File: config.mk
export PLATFORM = sky130hd
export DESIGN_NAME = div_32_bit_flat
export DESIGN_NICKNAME = d
export VERILOG_FILES = /design/src/rtl/div_32_bit_if.sv /design/src/rtl/div_32_bit.sv /design/src/flat_wrapper.sv
export SDC_FILE = /design/constraint.sdc
export NUM_CORES = 1
export LEC_CHECK = 0
export CAP_MARGIN = 20
export CORE_MARGIN = 2
export CORE_UTILIZATION = 35
export DETAILED_ROUTE_END_ITERATION = 6
export GPL_ROUTABILITY_DRIVEN = 0
export GPL_TIMING_DRIVEN = 0
export SYNTH_ARGS = -nofsm -noshare
export SYNTH_HDL_FRONTEND = slang
export SYNTH_SLANG_ARGS = --single-unit
File: constraint.sdc
create_clock -name clock -period 10.5 [get_ports clock]
set_input_delay 1.575 -clock clock [delete_from_list [all_inputs] [get_ports clock]]
set_output_delay 1.575 -clock clock [all_outputs]
set_load 0.01 [all_outputs]
File: src/rtl/div_32_bit_if.sv
// Operand/result bundle between the execute stage and the multi-cycle divider.
// The pipeline drives the master side; the divider is the slave.
interface div_32_bit_if #(parameter int WIDTH = 32);
   logic [WIDTH-1:0] data_operandA;
   logic [WIDTH-1:0] data_operandB;
   logic             ctrl_DIV;
   logic [WIDTH-1:0] data_result;
   logic             data_exception;
   logic             data_resultRDY;

   modport master (
      output data_operandA,
      output data_operandB,
      output ctrl_DIV,
      input  data_result,
      input  data_exception,
      input  data_resultRDY
   );

   modport slave (
      input  data_operandA,
      input  data_operandB,
      input  ctrl_DIV,
      output data_result,
      output data_exception,
      output data_resultRDY
   );
endinterface

File: src/rtl/div_32_bit.sv
// Restoring signed divider: magnitudes are divided one quotient bit per cycle,
// then the sign is applied in a single FIX cycle that also raises the ready strobe.
module div_32_bit #(
   parameter int WIDTH = 32
) (
   input logic         clock,
   input logic         reset,
   div_32_bit_if.slave bus
);

   typedef enum logic [1:0] {
      IDLE = 2'd0,
      ITER = 2'd1,
      FIX  = 2'd2
   } state_t;

   localparam logic [WIDTH-1:0] ONE  = WIDTH'(1);
   localparam logic [WIDTH-1:0] ZERO = WIDTH'(0);

   function automatic logic [WIDTH-1:0] abs_val(input logic [WIDTH-1:0] v);
      if (v[WIDTH-1]) begin
         abs_val = ~v + ONE;
      end else begin
         abs_val = v;
      end
   endfunction

   state_t           state_q, state_d;
   logic [WIDTH-1:0] q_q, q_d;
   logic [WIDTH-1:0] div_q, div_d;
   logic [WIDTH:0]   rem_q, rem_d;
   logic [5:0]       cnt_q, cnt_d;
   logic             sign_q, sign_d;
   logic             dz_q, dz_d;
   logic [WIDTH-1:0] result_q, result_d;
   logic             exc_q, exc_d;
   logic             rdy_q, rdy_d;

   logic [WIDTH:0]   rem_shift_s;
   logic [WIDTH:0]   trial_s;

   assign rem_shift_s = {rem_q[WIDTH-1:0], q_q[WIDTH-1]};
   assign trial_s     = rem_shift_s - {1'b0, div_q};

   // Next-state logic: a start pulse in any state relatches operands and restarts.
   always_comb begin
      state_d  = state_q;
      q_d      = q_q;
      div_d    = div_q;
      rem_d    = rem_q;
      cnt_d    = cnt_q;
      sign_d   = sign_q;
      dz_d     = dz_q;
      result_d = result_q;
      exc_d    = exc_q;
      rdy_d    = 1'b0;

      if (bus.ctrl_DIV) begin
         q_d     = abs_val(bus.data_operandA);
         div_d   = abs_val(bus.data_operandB);
         sign_d  = bus.data_operandA[WIDTH-1] ^ bus.data_operandB[WIDTH-1];
         dz_d    = (bus.data_operandB == ZERO);
         rem_d   = {1'b0, ZERO};
         cnt_d   = 6'd0;
         state_d = ITER;
      end else begin
         case (state_q)
            IDLE: begin
               state_d = IDLE;
            end
            ITER: begin
               // A clear borrow bit means the divisor fit: keep the difference.
               q_d   = {q_q[WIDTH-2:0], ~trial_s[WIDTH]};
               rem_d = trial_s[WIDTH] ? rem_shift_s : trial_s;
               if (cnt_q == 6'd31) begin
                  cnt_d   = 6'd0;
                  state_d = FIX;
               end else begin
                  cnt_d   = cnt_q + 6'd1;
                  state_d = ITER;
               end
            end
            FIX: begin
               if (dz_q) begin
                  result_d = ZERO;
               end else if (sign_q) begin
                  result_d = ~q_q + ONE;
               end else begin
                  result_d = q_q;
               end
               exc_d   = dz_q;
               rdy_d   = 1'b1;
               state_d = IDLE;
            end
            default: begin
               state_d = IDLE;
            end
         endcase
      end
   end

   // State and datapath registers with synchronous reset taking priority over start.
   always_ff @(posedge clock) begin
      if (reset) begin
         state_q  <= IDLE;
         q_q      <= ZERO;
         div_q    <= ZERO;
         rem_q    <= {1'b0, ZERO};
         cnt_q    <= 6'd0;
         sign_q   <= 1'b0;
         dz_q     <= 1'b0;
         result_q <= ZERO;
         exc_q    <= 1'b0;
         rdy_q    <= 1'b0;
      end else begin
         state_q  <= state_d;
         q_q      <= q_d;
         div_q    <= div_d;
         rem_q    <= rem_d;
         cnt_q    <= cnt_d;
         sign_q   <= sign_d;
         dz_q     <= dz_d;
         result_q <= result_d;
         exc_q    <= exc_d;
         rdy_q    <= rdy_d;
      end
   end

   assign bus.data_result    = result_q;
   assign bus.data_exception = exc_q;
   assign bus.data_resultRDY = rdy_q;

endmodule
File: src/flat_wrapper.sv
// flat-port wrapper written by rule: the top's interface ports become plain ports
module div_32_bit_flat 
#(
   parameter int WIDTH = 32
)
  (clock, reset, bus_data_operandA, bus_data_operandB, bus_ctrl_DIV, bus_data_result, bus_data_exception, bus_data_resultRDY);
  div_32_bit_if #(.WIDTH(WIDTH)) bus_i ();
  input logic clock;
  input logic reset;
  input wire logic [$bits(bus_i.data_operandA)-1:0] bus_data_operandA;
  input wire logic [$bits(bus_i.data_operandB)-1:0] bus_data_operandB;
  input wire logic [$bits(bus_i.ctrl_DIV)-1:0] bus_ctrl_DIV;
  output wire logic [$bits(bus_i.data_result)-1:0] bus_data_result;
  output wire logic [$bits(bus_i.data_exception)-1:0] bus_data_exception;
  output wire logic [$bits(bus_i.data_resultRDY)-1:0] bus_data_resultRDY;
  assign bus_i.data_operandA = bus_data_operandA;
  assign bus_i.data_operandB = bus_data_operandB;
  assign bus_i.ctrl_DIV = bus_ctrl_DIV;
  assign bus_data_result = bus_i.data_result;
  assign bus_data_exception = bus_i.data_exception;
  assign bus_data_resultRDY = bus_i.data_resultRDY;
  div_32_bit #(.WIDTH(WIDTH)) u_core (.clock(clock), .reset(reset), .bus(bus_i));
endmodule
==> run summary, run 1 <==
The flow ran to the end, and the final reports show no timing, DRC or antenna violations. The worst setup path is captured at a flip-flop. In the synthesized netlist, the cells that appear most often are 140 x dfxtp_1, 105 x nand2_1, 105 x nor2_1. The run gives 0.357 as the headroom to the max-slew limit. Buffers placed on the I/O ports in this run total 99.

The biggest area contributor in the post-synthesis netlist is dfxtp_1. The final worst slack came out at 5350 ps. The total of warnings raised by yosys is 0, and the post-synthesis area per instance is 7.95 um2. The layout overhead on the synthesized area is 22.8%, and the combinational cell fraction of total power is 0.245. After routing, the total negative slack on setup checks comes to 0 ps. The width of the chip is 163 um, and the proportion of netlist area held by the largest area contributor is 0.315.

The run gives 10900 um2 as the final cell area excluding filler cells. Total routed wirelength: 26700 um. The worst path in the final design needs a cycle of 5150 ps, including I/O delays and setup. For this run, the detailed router's first-pass iteration total came to 5.

The die outline area was 26700 um2; the number of synthesized flops with an enable pin was 0. The floorplan step defined a core boundary enclosing 25100 um2. The post-synthesis cell type count is 58. TritonCTS built the clock tree. The run gives 2 as the deepest clock path buffer count.

The post-detailed-route via-to-cell ratio came out at 5.36. The floorplan step set the die height to 163 um. The per-cell routed wire length is 16.9 um. The I/O pin total was 101; the number of standard cells after synthesis was 1120. Excluding fillers, the count of instances in the completed layout stands at 1579. In the routed design, unresolved DRC markers number 0. Number of pins with negative max-slew slack in the final report: 0. The commonest register cell after synthesis was dfxtp_1.

Dominant cell by count in the synthesized netlist: dfxtp_1. The placed instances occupy a cell area of 10300 um2. The sequential fraction of design power was 0.355; the total number of clock tree sinks was 140. For the placed wire-length estimate, the log shows 20400 um. The completed layout was analyzed and its total power is 1.64 mW. Across all layers, the routed design uses 8462 vias. The synthesized design contains 140 register bits. Share of total power in the clock network: 0.400. Based on the critical path, the design can be clocked at up to 0.194 GHz. The layout cell share with drive strength beyond 1 was 0.0368; the switching power total was 479 uW. After clock tree synthesis, the repair step resized 0 gates. For the static leakage, the log shows 4.05 nW. In this run the cell area of the synthesized design comes to 8900 um2. Of all nets on the critical path, the largest fanout is 5.

Switching portion of total power: 0.292. Kind of critical path: in2reg. The clock-pin slew on the worst setup and hold paths works out to 60 ps.

The clock buffer count from CTS was 17; the number of cell rows was 58. The actual slew at the worst max-slew pin is 965 ps, and the required time at the endpoint of the critical path is 10770 ps. The logs give 0 for the initial antenna violation count and 0 for the final count of negative-setup-slack endpoints. Entering global routing, the biggest net connects 17 pins. The tools report the number of antenna cells inserted as 0. Setup repair after global routing left no endpoint under its margin. The class of the tightest hold or removal check is reg2reg. Number of hold-slack violations in the final timing report: 0. The combined global-route utilization of all metal layers was 0.200; the global-route wire length before repair was 42300 um. Clock skew after layout: 7.53 ps. The depth of the CTS H-tree is 4, and the starting DRC count in detailed routing is 685.

The async set-or-reset flop fraction in the synthesized netlist was 0; the post-layout utilization of the core was 0.435. Max-cap violations in this run came to 0. The share of the clock period used by the worst path works out to 0.491. The number of nets in the synthesized netlist is 1224. The number of hold buffers added after CTS was 0. Post-CTS setup buffer count: 0. The worst voltage drop across the vdd grid was 0.0840 mV. The tools report the share of the yosys chip area belonging to registers as 0.315.

After synthesis, the cell types taking the most area are dfxtp_1 31%, xor2_1 6.0%, xnor2_1 5.9%. The tools report the aggregate global routing overflow as 0. The number of placed cells counting well taps was 1549; the pre-CTS setup slack was 4950 ps. Sort of element at the start of the critical path: a primary input. The final layout contains 1342 nets. Arrival time at the worst endpoint: 5430 ps.

The run gives 420 ps as the clock network latency to the later pin of the worst-skew pair. The internal power came out at 1.16 mW. The run gives 459 ps as the worst-case hold slack. The run gives 0 as the number of nets still failing antenna checks after routing. The number of global-route vias before repair was 7923. The starting density of the core was 0.354; the power density of the placed cells was 150 nW/um2. The tools report the clock root buffer as clkbuf_16.
## worst paths after layout
kind	start	endpoint	slack, ps	cells past startpoint
min reg2reg	u_core.bus.data_result[24]	u_core.bus.data_result[24]	460	2
max	bus_data_operandA[6]	u_core.q_q[29]	5350	10
min	u_core.bus.data_result[24]	u_core.bus.data_result[24]	460	2
max reg2reg	u_core.q_q[31]	u_core.rem_q[18]	6140	13
## cells in the final DEF, fill, tap and decap left out, drive strengths merged, types with 15 or more instances in the layout
cell,count
or3,16
nor2,105
a22oi,25
inv,44
nand2,105
o21ai,79
xor2,61
clkdlybuf4s50,99
xnor2,60
and2,15
clkbuf,81
dfxtp,140
or4,21
a21oi,98
a211oi,46
mux2i,36
ha,36
a21o,16
o31ai,30
## power groups by stage
| stage | Combinational [mW] | Clock (mW) | Sequential (mW) |
|---|---|---|---|
| floorplan | 0.286 | 0 | 0.585 |
| global placement | 0.394 | 0 | 0.592 |
| detailed placement | 0.398 | 0 | 0.593 |
| CTS | 0.401 | 0.665 | 0.581 |
| global route | 0.444 | 0.685 | 0.585 |
| finish | 0.402 | 0.655 | 0.582 |
## state kept, by name, summed over array words and instances (netlist names)
register,flops
u_core.bus.data_exception,1
u_core.state_q,2
u_core.q_q,32
u_core.dz_q,1
u_core.bus.data_result,32
u_core.cnt_q,6
u_core.sign_q,1
u_core.bus.data_resultRDY,1
u_core.div_q,32
u_core.rem_q,32
## cells by family (layout without fill, tap and decap cells)
kind of cell	count (synthesis)	in the layout	share of synthesized area
AOI/OAI and AO/OA	359	359	0.257
and+or+nand+nor	316	316	0.167
muxes	38	38	0.0430
xor gates and xnor gates	121	121	0.119
adders and majority gates	37	37	0.0529
buffers and inverters	109	238	0.0461
DFF	140	140	0.315
## layout make-up
cell class | instances | area, um2
flip-flops and latches | 140 | 2800
fillers | 2601 | 14200
repair buffers | 99 | 991
well taps | 330 | 413
clock inverters | 8 | 165
clock buffers | 22 | 464
multi-input cells | 871 | 5690
inverters | 44 | 165
plain buffers | 65 | 245
## routing by layer
| layer | up-vias | share of wire | routed length [um] | global-route usage |
|---|---|---|---|---|
| met5 | - | 0 | 0 | 0 |
| met4 | 0 | 0.015 | 413 | 0.0598 |
| met3 | 32 | 0.051 | 1350 | 0.0312 |
| met2 | 194 | 0.42 | 11300 | 0.297 |
| met1 | 3975 | 0.51 | 13700 | 0.297 |
| li1 | 4261 | - | - | - |
## worst max-delay path, cell delays in order
cell	delay [ps]
clkdlybuf4s50_1	510
or4_1	570
or4_1	470
or3_1	420
or3_1	390
or2_2	320
or4_1	470
o41ai_1	330
xor2_1	260
o22ai_1	120
Power figures use the tool's default switching activity.
==> run 2, diff against run 1 <==
- clock period: 10.5 -> 5.1 ns (I/O delays scaled with it)
==> results of run 2 <==
Same layout as run 1 (identical final DEF). Status: finished clean.
Main changes from that run: setup slack after placement 4950 ps -> 356 ps; setup slack after layout 5350 ps -> 743 ps; start point of the critical path bus_data_operandA[6] -> u_core.q_q[31]; end point of the critical path u_core.q_q[29] -> u_core.rem_q[18]; register-to-register setup slack 6140 ps -> 740 ps; total power 1.64 mW -> 3.38 mW; worst IR drop on VDD 0.0840 mV -> 0.173 mV
